$ cat src/rtl/avg_window.sv
// Sliding-window mean over the last 2^LOG2_DEPTH accepted samples, truncate or round-half-up.
// Latency: 1 cycle from accepting edge to ave_out/out_valid; no backpressure, accepts every cycle.
module avg_window #(
    parameter int WIDTH      = 8,
    parameter int LOG2_DEPTH = 3,
    parameter bit ROUND      = 1'b0
) (
    input  logic                  clk,
    input  logic                  rs,
    input  logic                  clear,
    input  logic                  in_valid,
    input  logic [WIDTH-1:0]      num_in,
    input  logic                  wait_full,
    output logic [WIDTH-1:0]      ave_out,
    output logic                  out_valid,
    output logic                  full,
    output logic [LOG2_DEPTH:0]   count
);

    localparam int DEPTH = 1 << LOG2_DEPTH;
    localparam int SW    = WIDTH + LOG2_DEPTH + 1;
    localparam int CW    = LOG2_DEPTH + 1;

    localparam logic [CW-1:0] DEPTH_C = CW'(DEPTH);
    localparam logic [SW-1:0] RND_C   = ROUND ? SW'(DEPTH / 2) : '0;

    logic [WIDTH-1:0]      mem [DEPTH];
    logic [LOG2_DEPTH-1:0] wptr;
    logic [SW-1:0]         sum;

    logic [LOG2_DEPTH-1:0] wr_idx;
    logic [SW-1:0]         base_sum;
    logic [SW-1:0]         old_ext;
    logic [SW-1:0]         in_ext;
    logic [SW-1:0]         sum_n;
    logic [SW-1:0]         rounded;
    logic [SW-1:0]         shifted;
    logic [WIDTH-1:0]      avg_n;
    logic [CW-1:0]         cnt_base;
    logic [CW-1:0]         cnt_n;

    assign full = (count == DEPTH_C);

    // A clear in the same cycle as an accept starts a fresh window, so the
    // accepted sample sees zero history regardless of the old state.
    always_comb begin
        wr_idx   = clear ? '0 : wptr;
        base_sum = clear ? '0 : sum;
        cnt_base = clear ? '0 : count;
        in_ext   = {{(SW-WIDTH){1'b0}}, num_in};
        old_ext  = '0;
        if (full && !clear) begin
            old_ext = {{(SW-WIDTH){1'b0}}, mem[wptr]};
        end
        sum_n   = base_sum + in_ext - old_ext;
        cnt_n   = (cnt_base == DEPTH_C) ? DEPTH_C : cnt_base + 1'b1;
        rounded = sum_n + RND_C;
        shifted = rounded >> LOG2_DEPTH;
        avg_n   = shifted[WIDTH-1:0];
        if (shifted[SW-1:WIDTH] != '0) begin
            avg_n = '1;
        end
    end

    always_ff @(posedge clk) begin
        if (!rs && in_valid) begin
            mem[wr_idx] <= num_in;
        end
    end

    always_ff @(posedge clk) begin
        if (rs) begin
            wptr      <= '0;
            sum       <= '0;
            count     <= '0;
            ave_out   <= '0;
            out_valid <= 1'b0;
        end else if (in_valid) begin
            wptr      <= wr_idx + 1'b1;
            sum       <= sum_n;
            count     <= cnt_n;
            ave_out   <= avg_n;
            out_valid <= !wait_full || (cnt_n == DEPTH_C);
        end else begin
            out_valid <= 1'b0;
            if (clear) begin
                wptr  <= '0;
                sum   <= '0;
                count <= '0;
            end
        end
    end

endmodule
$ cat config.mk
export PLATFORM = sky130hd
export DESIGN_NAME = avg_window
export DESIGN_NICKNAME = d
export VERILOG_FILES = /design/src/rtl/avg_window.sv
export SDC_FILE = /design/constraint.sdc
export NUM_CORES = 1
export LEC_CHECK = 0
export CAP_MARGIN = 20
export CORE_MARGIN = 10
export CORE_UTILIZATION = 49
export DETAILED_ROUTE_END_ITERATION = 8
export GPL_TIMING_DRIVEN = 0
export PLACE_DENSITY = 0.71
export RECOVER_POWER = 25
export SYNTH_ARGS = -nofsm -noshare
export SYNTH_HDL_FRONTEND = slang
export SYNTH_SLANG_ARGS = --single-unit
$ cat constraint.sdc
create_clock -name clk -period 5.8 [get_ports clk]
set_clock_uncertainty 0.2 [all_clocks]
set_input_delay 0.87 -clock clk [delete_from_list [all_inputs] [get_ports clk]]
set_output_delay 0.87 -clock clk [all_outputs]
set_load 0.02 [all_outputs]
==> Word-level counts from Yosys, hierarchy flattened <==
Memories as Yosys holds them, arrays and structs flattened. A register that Yosys moved wholly into a read port is not among the register bits.
Index checks and enable logic that the tools add are counted.
{ "word_totals": {"regBits": 28, "ramBits": 64, "output_inout_bits": 14, "wordCells": 33, "n_memories": 1} }
{ "memory_table": {"columns": ["memory", "depth", "width", "rd", "rd_ports_with_merged_regs", "write_ports", "line", "rtl"], "rows": [
  ["mem", 8, 8, 1, 1, 1, "27", "logic [WIDTH-1:0] mem [DEPTH];"]
]} }
{ "classes": {"addsub": 4, "n_eq_ne": 3, "muxes": 12, "n_bitwise": 1, "reduce_logical": 7} }
{ "op_table": {"columns": ["cell", "count"], "rows": [
  ["two-way mux 12 bit", 2],
  ["two-way mux 8 bit", 2],
  ["adder 12 x 8 -> 12 bit", 1],
  ["== test 4 bit, second input constant", 3],
  ["two-way mux 4 bit", 3],
  ["subtractor 12 bit", 1],
  ["two-way mux 3 bit", 3],
  ["adder 4 x 1 -> 4 bit, second input constant", 1],
  ["adder 3 x 1 -> 3 bit, second input constant", 1],
  ["zero test 1 bit", 3],
  ["logical AND 1 bit", 2],
  ["two-way mux 1 bit", 2],
  ["OR reduction 2 bit", 1],
  ["logical OR 1 bit", 1],
  ["inverter 1 bit", 1]
]} }

==> Depth between registers and ports, before layout <==
{ "depth": {"ltp_word": 5, "depth_mapped": 14, "depth_no_buf": 13} }

==> Worst setup path before layout <==
Ideal clock, no wire load.
{ "synth_timing": {"kind": "reg-to-reg", "from": "reg count[3]", "to": "reg ave_out[7]", "setup_ps": 77, "t_arrival_ps": 3816, "required_time_ps": 5523, "path_slack_ps": 1707, "stages_incl_launch_ff": 14, "n_path_buf": 1, "period_less_slack_ps": 4093, "path_cell_list": "dfxtp_1 -> nor4b_1 -> nand2b_1 -> clkbuf_1 -> nor2_1 -> fa_1 -> inv_1 -> ha_1 -> a21o_1 -> a221oi_2 -> a21oi_2 -> a31oi_1 -> mux2_2 -> a41oi_2"} }
{ "synth_between": {"elab_chain_cells": 5} }
{ "synth_rtl": {"columns": ["item", "line", "rtl"], "rows": [
  ["start, declared", "17", "output logic [LOG2_DEPTH:0] count"],
  ["start signal, assigned", "81", "count <= cnt_n;"],
  ["== test 4 bit", "42", "assign full = (count == DEPTH_C);"],
  ["named net full", "16", "output logic full,"],
  ["logical AND 1 bit", "52", "if (full && !clear) begin"],
  ["two-way mux 8 bit", "52", null],
  ["subtractor 12 bit", "55", "sum_n = base_sum + in_ext - old_ext;"],
  ["two-way mux 8 bit", "60", "if (shifted[SW-1:WIDTH] != '0) begin"],
  ["end signal, assigned", "82", "ave_out <= avg_n;"],
  ["end, declared", "14", "output logic [WIDTH-1:0] ave_out,"]
]} }
The timed path passes the listed nets, and every way through them passes these cells.
A chain may end at the register's enable or synchronous reset.

==> out/metrics.cfg <==
[run_status]
outcome=finished, final reports clean

[worst_setup_path]
r2r-end=sum[10]
reg2reg_depth=13
cp_max_fo=10
crit_arrival_ns=4.45
crit_path_frequent_cell=fa_1
critical_path.slowest_cell=clkbuf_1
regToRegStartpoint=wptr[1]
cpPeakStageDelay_ns=0.54
path_delay_family=compound AO/OA/AOI/OAI gates
critPathKind=reg -> reg
crit_buf_inv=2
startpoint_type=flip-flop
crit_chain=clkbuf_1 -> mux4_2 -> mux2i_1 -> nor2_1 -> fa_1 -> inv_1 -> fa_1 -> a21o_1 -> a221oi_2 -> a21oi_2 -> a31oi_1 -> mux2_2 -> a21oi_1
r2r_slack_ns=1.46
worstPathRequired_ns=5.91
setup.worst_path.end_class=flip-flop

[power_and_ir_drop]
power.switching_mw=0.411
pwr-share-comb=0.188
cellPowerDensity_nw_per_um2=287
swShare=0.279
vdd_ir_drop_max_mv=0.172
p_clk_frac=0.308
finalPower_mw=1.47
pwr-share-seq=0.504
p_int_mw=1.06
p_leak_nw=1.82

[timing]
slew_headroom=0.359
hold_viol=0
rsz0062_at_grt=no
final.period_utilization=0.749
slew_violations=0
worst_pin_slew_ns=0.957
setup_viol=0
fin_setup_tns_ns=0
fin_crit_ns=4.34
fmax_mhz=230

[logic_synthesis]
syn-num-nets=396
synth_mux_area_frac=0.108
synth_top_family_by_area=simple AND/OR/NAND/NOR gates
ys.flop_type=edfxtp_1
synth-xor-area-share=0.0235
synthSimpleGateAreaFrac=0.115
ys_seq_area_frac=0.554
synth.distinct_cells=45
synth-adder-area-share=0.0777
syn_avg_cell_area_um2=12.4
synth_cells=360
synth_seq_cells=92
synth_edf_count=64
synth_compound_area_frac=0.0808
syn_area_um2=4480
async_reset_ff_frac=0
ys_warn_count=0

[layout]
utilization=0.582
antenna_cells=0
drive_gt1_frac=0.123
syn2layout_area_growth_pct=14.4
multiInputGateArea_um2=1840
nets=437
seq_area_um2=2480
fillerInstances=724

[worst_hold_path]
min_from=sum[11]
hp-class=reg -> reg
whs_path_depth=2
hold_path_end=sum[11]

[die]
coreArea_um2=8810
start_util=0.508
rows=34
ios=27
die_h_um=116
die-area_um2=13400
die_x_um=116

[clocking]
htreeDepth=3
clk_pin_slew_ns=0.10
cts_resized=0
cts_tree=yes
cts_buffers=9
clock-root-buffer=clkbuf_8
cts_max_path_buffers=2
cts_setup_buffers=0
insertion_delay_ns=0.37
holdBufCountCts=0
clock_sinks=92

[drt]
dr.pass1.iters=5
via_count=2860
post-route-drc-count=0
ant_nets=0
wl_per_cell_um=17.9
wl_um=9180
first_iter_violations=165
vias_per_cell=5.56

[place]
gp_congestion=0.874
port_buffers=25
dp.final_hpwl_um=6530

[global_route]
grt_overflow=0
grt_pass1_wl_um=15200
antenna_found_initial=0
gr-usage-all-layers=0.147
grt_pass1_vias=3001
grt_max_degree=18

[flow_run]
cap_violations=0

==> synth_stat cells (2+ instances only) <==
| master | number | area (um2) |
|---|---|---|
| fa_1 | 8 | 160 |
| nand2_1 | 29 | 109 |
| inv_1 | 29 | 109 |
| xnor2_1 | 9 | 78.8 |
| a21o_1 | 4 | 30.0 |
| nand2b_1 | 26 | 163 |
| mux4_2 | 16 | 360 |
| edfxtp_1 | 64 | 1920 |
| o21ai_0 | 2 | 10.0 |
| buf_2 | 3 | 15.0 |
| nor3_1 | 7 | 35.0 |
| a21oi_1 | 20 | 100 |
| o21a_1 | 5 | 37.5 |
| nor2_1 | 30 | 113 |
| nor4b_1 | 2 | 17.5 |
| ha_1 | 15 | 188 |
| xor2_1 | 3 | 26.3 |
| dfxtp_1 | 28 | 561 |
| nor4_1 | 3 | 18.8 |
| a31oi_1 | 2 | 12.5 |
| buf_1 | 2 | 7.51 |
| mux2i_1 | 9 | 90.1 |
| clkbuf_1 | 13 | 48.8 |
| a41oi_1 | 6 | 52.6 |
| mux2_2 | 3 | 33.8 |
| a211oi_1 | 3 | 22.5 |
==> power by group through the flow <==
stage / Combinational, mW / Clock [mW] / Sequential (mW)
after floorplan: 0.175 / 0 / 0.772
after global placement: 0.270 / 0 / 0.756
after detailed placement: 0.276 / 0 / 0.757
after CTS: 0.278 / 0.456 / 0.742
after global routing: 0.306 / 0.485 / 0.745
final: 0.276 / 0.453 / 0.742
==> logic make-up after synthesis <==
kind of cell	after synthesis
buffers and inverters	47
muxes	28
AOI/OAI and AO/OA	52
and+or+nand+nor	106
DFF	92
xor gates and xnor gates	12
adders and majority gates	23
==> how the worst max path moves through the flow <==
stage,from,cells after the start,slack [ns],end
final,wptr[1],13,1.46,sum[10]
after global placement,clear,13,1.20,ave_out[7]
after detailed placement,clear,13,1.11,sum[10]
after global routing,clear,13,1.22,sum[10]
after CTS,wptr[1],13,1.47,sum[10]
after floorplan,count[3],13,1.71,ave_out[7]
==> metrics by stage <==
stage               setup WS, ns  hold slack, ns  cell area, um2  instances
detailed placement          1.11           0.289            4920        498
global placement            1.20           0.279            4860        493
floorplan                   1.71           0.262            4480        360
finish                      1.46           0.305            5120        514
global route                1.22           0.350            5120        514
CTS                         1.47           0.306            5120        514
==> worst register-to-register path: cells and delay by family, from the launching register on <==
| family | cells | cell delay, ns |
|---|---|---|
| AO/OA/AOI/OAI | 5 | 1.06 |
| adder cells (fa/ha/maj) | 2 | 0.99 |
| buffers and inverters | 2 | 0.61 |
| flip-flops | 1 | 0.35 |
| multiplexers | 3 | 0.99 |
| AND/OR/NAND/NOR | 1 | 0.08 |
==> flip-flops by register name (all words and copies together) (netlist names) <==
| register | flops |
|---|---|
| sum | 12 |
| out_valid | 1 |
| wptr | 3 |
| ave_out | 8 |
| count | 4 |
| mem | 64 |
==> layer usage <==
metal / share of wire / global-route usage
met1: 0.44 / 0.185
met2: 0.49 / 0.244
met3: 0.047 / 0.0274
met4: 0.017 / 0.0659
met5: 0 / 0
==> placed cells by master, fill, tap and decap left out, types with 3 or more instances in the layout <==
| master | Yosys | final |
|---|---|---|
| edfxtp_1 | 64 | 64 |
| nor2_1 | 30 | 30 |
| inv_1 | 29 | 29 |
| nand2_1 | 29 | 29 |
| dfxtp_1 | 28 | 28 |
| nand2b_1 | 26 | 26 |
| a21oi_1 | 20 | 20 |
| clkdlybuf4s50_1 | 0 | 19 |
| mux4_2 | 16 | 16 |
| ha_1 | 15 | 15 |
| clkbuf_1 | 13 | 13 |
| mux2i_1 | 9 | 9 |
| xnor2_1 | 9 | 9 |
| clkbuf_8 | 0 | 9 |
| fa_1 | 8 | 8 |
| nor3_1 | 7 | 6 |
| a41oi_1 | 6 | 6 |
| dlygate4sd3_1 | 0 | 6 |
| buf_2 | 3 | 5 |
| o21a_1 | 5 | 5 |
| a21o_1 | 4 | 4 |
| xor2_1 | 3 | 3 |
| a211oi_1 | 3 | 3 |
| mux2_2 | 3 | 3 |
| buf_4 | 0 | 3 |
==> layout make-up <==
cell class                 instances  area share
buffer                            18      0.0139
inverter                          29      0.0212
timing repair buffer              30      0.0552
clock inverter                     7      0.0159
sequential                        92       0.484
tap                              108      0.0264
multi-input combinational        221       0.359
clock buffer                       9      0.0242
No activity file was read; power rests on OpenSTA's default activity.
